==> config.mk <==
export PLATFORM = sky130hd
export DESIGN_NAME = seg7_scan_ctrl
export DESIGN_NICKNAME = d
export VERILOG_FILES = /design/src/rtl/seg7_scan_ctrl.sv
export SDC_FILE = /design/constraint.sdc
export NUM_CORES = 1
export LEC_CHECK = 0
export ABC_AREA = 1
export BUFFER_PORTS_ARGS = -buffer_cell sky130_fd_sc_hd__buf_2
export CAP_MARGIN = 15
export CORE_ASPECT_RATIO = 1.4
export CORE_MARGIN = 5
export CORE_UTILIZATION = 40
export CTS_CLUSTER_SIZE = 20
export DETAILED_ROUTE_END_ITERATION = 6
export SLEW_MARGIN = 20
export SYNTH_ARGS = -nofsm -noshare
export SYNTH_HDL_FRONTEND = slang
export SYNTH_SLANG_ARGS = --single-unit
==> constraint.sdc <==
create_clock -name clk -period 1.8 [get_ports clk]
set_input_delay 0.27 -clock clk [delete_from_list [all_inputs] [get_ports clk]]
set_output_delay 0.27 -clock clk [all_outputs]
set_load 0.02 [all_outputs]
==> src/rtl/seg7_scan_ctrl.sv <==
// seg7_scan_ctrl: binary-to-BCD converter plus 4-digit multiplexed 7-segment scanner
module seg7_scan_ctrl #(
  parameter int SCAN_DIV = 50000,
  parameter bit LZ_BLANK = 1'b1
) (
  input  logic        clk,
  input  logic        rst_n,
  input  logic [13:0] num,
  input  logic        num_valid,
  output logic        num_ready,
  input  logic        disp_en,
  output logic [6:0]  seg,
  output logic [3:0]  an,
  output logic        ovf,
  output logic        done
);
  localparam int PW = $clog2(SCAN_DIV);
  typedef enum logic [1:0] {IDLE, SHIFT, COMMIT} state_t;
  state_t          state_q, state_d;
  logic [13:0]     bin_q, bin_d, lat_q, lat_d;
  logic [15:0]     bcd_q, bcd_d, adj;
  logic [3:0]      cnt_q, cnt_d;
  logic [3:0][3:0] dig_q, dig_d;
  logic            ovf_q, ovf_d, done_q, done_d;
  logic [PW-1:0]   pre_q, pre_d;
  logic [1:0]      idx_q, idx_d;
  logic [6:0]      seg_q, seg_d;
  logic [3:0]      an_q, an_d, nz;
  logic            wrap, blank;
  function automatic logic [6:0] enc(input logic [3:0] d);
    case (d)
      4'd0: enc = 7'b1000000;
      4'd1: enc = 7'b1111001;
      4'd2: enc = 7'b0100100;
      4'd3: enc = 7'b0110000;
      4'd4: enc = 7'b0011001;
      4'd5: enc = 7'b0010010;
      4'd6: enc = 7'b0000010;
      4'd7: enc = 7'b1111000;
      4'd8: enc = 7'b0000000;
      4'd9: enc = 7'b0010000;
      default: enc = 7'b1111111;
    endcase
  endfunction
  // add-3 correction of every BCD nibble ahead of the next shift
  always_comb begin
    adj = bcd_q;
    for (int i = 0; i < 4; i++)
      adj[i*4+:4] = bcd_q[i*4+:4] >= 4'd5 ? bcd_q[i*4+:4] + 4'd3 : bcd_q[i*4+:4];
  end
  // conversion FSM: accept, 14 shift-add-3 steps, commit digits
  always_comb begin
    state_d = state_q;
    bin_d   = bin_q;
    lat_d   = lat_q;
    bcd_d   = bcd_q;
    cnt_d   = cnt_q;
    dig_d   = dig_q;
    ovf_d   = ovf_q;
    done_d  = 1'b0;
    case (state_q)
      IDLE: if (num_valid) begin
        bin_d   = num;
        lat_d   = num;
        bcd_d   = '0;
        cnt_d   = 4'd13;
        state_d = SHIFT;
      end
      SHIFT: begin
        {bcd_d, bin_d} = {adj[14:0], bin_q, 1'b0};
        cnt_d   = cnt_q - 4'd1;
        state_d = cnt_q == 4'd0 ? COMMIT : SHIFT;
      end
      COMMIT: begin
        dig_d   = bcd_q;
        ovf_d   = lat_q > 14'd9999;
        done_d  = 1'b1;
        state_d = IDLE;
      end
      default: state_d = IDLE;
    endcase
  end
  // free-running scan: prescaler, digit index and registered anode/segment drive
  always_comb begin
    wrap = pre_q == PW'(SCAN_DIV - 1);
    pre_d = wrap ? '0 : pre_q + 1'b1;
    idx_d = wrap ? idx_q + 2'd1 : idx_q;
    for (int i = 0; i < 4; i++) nz[i] = dig_q[i] != 4'd0;
    blank = LZ_BLANK && idx_q != 2'd0 && (nz >> idx_q) == 4'd0;
    an_d  = disp_en ? ~(4'b0001 << idx_q) : 4'b1111;
    seg_d = !disp_en ? 7'b1111111 : ovf_q ? 7'b0111111 : blank ? 7'b1111111 : enc(dig_q[idx_q]);
  end
  // state register with synchronous active-low reset
  always_ff @(posedge clk) begin
    if (!rst_n) begin
      state_q <= IDLE;
      bin_q   <= '0;
      lat_q   <= '0;
      bcd_q   <= '0;
      cnt_q   <= '0;
      dig_q   <= '0;
      ovf_q   <= 1'b0;
      done_q  <= 1'b0;
      pre_q   <= '0;
      idx_q   <= '0;
      seg_q   <= 7'b1111111;
      an_q    <= 4'b1111;
    end else begin
      state_q <= state_d;
      bin_q   <= bin_d;
      lat_q   <= lat_d;
      bcd_q   <= bcd_d;
      cnt_q   <= cnt_d;
      dig_q   <= dig_d;
      ovf_q   <= ovf_d;
      done_q  <= done_d;
      pre_q   <= pre_d;
      idx_q   <= idx_d;
      seg_q   <= seg_d;
      an_q    <= an_d;
    end
  end
  assign num_ready = state_q == IDLE;
  assign seg       = seg_q;
  assign an        = an_q;
  assign ovf       = ovf_q;
  assign done      = done_q;
endmodule

==> metrics.csv <==
stage;metric;value;unit
clocking;clock-pin slew on the worst setup and hold paths;60;ps
logic_synthesis;Synth Register Bits;93;
worst_setup_path;worst-case reg-to-reg path depth;8;
floorplanning;die width;98.8;um
worst_setup_path;Worst R2R Start;idx_q[0];
pwr;Switch Pwr;1.27;mW
worst_setup_path;WS Path Type;register to register;
sta;Setup TNS;0;ps
status;status;finished clean;
final_layout;Diodes inserted;0;
logic_synthesis;Area contributors post-synth;dfxtp_1 (42%), nand2_1 (11%), a21oi_1 (7.4%);
clocking;clk root buf;clkbuf_16;
pwr;Seq pwr share;47.0;%
clocking;Resize count post-CTS;0;
logic_synthesis;cell taking the most area after synthesis;dfxtp_1;
drt;First DRT Iteration DRCs;145;
logic_synthesis;Most used DFF post-synth;dfxtp_1;
global_route;initial antenna violation count;0;
sta;crit path time final;1580;ps
drt;via count;3829;
drt;routed vias/inst;4.85;
clocking;clock sinks;93;
drt;First-pass DRT Iterations;6;
worst_hold_path;hold path endpoint;lat_q[6];
worst_setup_path;crit path max fanout;15;
pwr;Switching Share;26.2;%
run;max-cap violations;0;
final_layout;Final Core Density;46.4;%
logic_synthesis;Synth cell types;30;
final_layout;most frequent cells in the layout;nand2_1 (135), dfxtp_1 (93), a21oi_1 (65), nor2_1 (65), inv_1 (63);
pwr;combinational fraction of design power;13.0;%
logic_synthesis;Seq/Total Area, Yosys;42.2;%
logic_synthesis;top cell type's share of synthesized area;42.2;%
sta;Max Slew Vio Count;0;
floorplanning;Die H;134;um
logic_synthesis;Post-synth EDFFs;0;
pwr;final total power;4.84;mW
drt;DRC Markers;0;
worst_hold_path;worst hold path stage count;3;
pwr;maximum VDD drop;0.000551;V
logic_synthesis;Post-Syn Nets;652;
sta;RSZ-0062 raised after global routing;no;
sta;Final Cycle Share;87.6;%
logic_synthesis;Ys Warns;0;
sta;final count of hold timing violations;0;
clocking;hold-fix buffers at CTS;0;
global_route;remaining global-route overflow;0;
worst_setup_path;Worst setup EP type;register;
worst_hold_path;hold crit path type;input pin to register;
sta;worst slew pin tran;470;ps
floorplanning;# rows;45;
placement;GP Congestion;0.798;
worst_setup_path;reg-to-reg endpoint;seg[3];
global_route;largest net degree at the start of global routing;34;
worst_setup_path;CP Data Arrival Time;1790;ps
placement;IO Port Bufs;31;
drt;antenna viol nets, final;0;
sta;Max Clk Rate;634;MHz
sta;worst hold slack;180;ps
logic_synthesis;Mapped Cells;615;
pwr;Clock power frac;40.1;%
worst_hold_path;min-delay src;num[6];
drt;WL final;8990;um
drt;per-cell routed wire length;11.4;um
clocking;Num CTS Buffers;9;
floorplanning;# IOs;32;
floorplanning;Die ar.;13300;um2
floorplanning;Initial Util;40.8;%
worst_setup_path;R2R Setup Slk;220;ps
clocking;clk_lat worst skew;340;ps
global_route;total track usage;14.3;%
logic_synthesis;post-synth design cell area;4410;um2
clocking;H-tree levels;3;
final_layout;fill cell count;1118;
final_layout;synth-to-layout area growth;13.7;%
sta;Layout Skew;5.83;ps
pwr;cell-internal power;3.57;mW
sta;Rel. slew slack;68.6;%
worst_setup_path;kind of start point of the critical path;register;
final_layout;most common cell after layout, fill and taps aside;nand2_1;
pwr;Power Density;964;nW/um2
logic_synthesis;Mean Syn Cell Area;7.18;um2
clocking;setup bufs post-CTS;0;
global_route;first-pass GRT wire length;15900;um
final_layout;fin nets;681;
floorplanning;Core Area;10800;um2
sta;Final setup viols;0;
clocking;clk buf depth;2;
global_route;vias in the first global route;3645;
final_layout;share of cells above drive strength 1;11.6;%
clocking;CTS tree;done;
worst_setup_path;Critical Path RT;2010;ps
placement;DP HPWL;6690;um
pwr;Leakage;2.07;nW
logic_synthesis;Post-synth ARST share;0;%
==> cell usage after synthesis (9+ instances only) <==
cell,n
o21ai_0,55
nand2_1,135
nand4_1,13
o21ai_1,9
inv_1,63
dfxtp_1,93
nand3_1,32
nor2_1,65
buf_2,9
a21oi_1,65
ha_1,19
==> kinds of logic after synthesis <==
| kind of cell | synth area share (%) |
|---|---|
| and+or+nand+nor | 26.1 |
| AOI/OAI and AO/OA | 15.5 |
| buffers and inverters | 8.93 |
| DFF | 42.2 |
| adders and majority gates | 5.39 |
| xor gates and xnor gates | 1.39 |
| muxes | 0.510 |
==> layer usage <==
layer  vias up  global-route usage (%)  part of all wire, %
met1      1711                    16.2                   44
met4         0                    6.15                  2.1
met3        14                    2.50                  4.0
met2        53                    26.0                   50
met5         -                       0                    0
li1       2051                       -                    -
==> critical path, cell delays in order, from the launching register on <==
cell	delay, ps
dfxtp_1	320
inv_2	190
o211ai_1	130
nand2_1	160
inv_1	100
ha_1	280
nand3_1	90
nand3_1	110
nand4_1	80
==> layout make-up <==
cell class / instances / area (um2) / share of cell area (%)
Timing Repair Buffer: 42 / 250 / 4.99
Clock inverter: 5 / 58.8 / 1.17
Sequential cell: 93 / 1860 / 37.1
Multi-Input combinational cell: 429 / 2160 / 43.0
Tap cell: 141 / 176 / 3.52
Clock buffer: 11 / 253 / 5.04
Inverter: 69 / 259 / 5.16
==> worst max path at each step <==
stage | startpoint | to | cells past startpoint
after floorplan | idx_q[0] | seg[3] | 11
after global placement | idx_q[0] | seg[3] | 8
after detailed placement | idx_q[1] | seg[6] | 9
after CTS | idx_q[0] | seg[3] | 9
after global routing | idx_q[1] | seg[4] | 9
final | idx_q[0] | seg[3] | 8
==> power by group through the flow <==
| stage | clock network (mW) | registers (mW) | logic [mW] |
|---|---|---|---|
| after floorplan | 0 | 2.32 | 0.468 |
| final | 1.94 | 2.27 | 0.627 |
| after CTS | 1.99 | 2.27 | 0.634 |
| after detailed placement | 0 | 2.32 | 0.632 |
| after global routing | 2.06 | 2.29 | 0.725 |
| after global placement | 0 | 2.31 | 0.621 |
==> metrics by stage <==
step                area, um2  setup slack (ps)  std cells
global placement         4700               264        774
finish                   5020               222        790
CTS                      5020               222        790
detailed placement       4700               240        774
global route             5020              21.1        790
floorplan                4410               178        615
==> flip-flops by register name, indices dropped and copies added, names as in the netlist <==
signal and count:
state_q 2, pre_q 16, lat_q 10, done 1
seg 7, bin_q 14, cnt_q 4, an 4
bcd_q 16, ovf 1, dig_q 16, idx_q 2
Note: power is estimated with default switching activity, not from simulation.
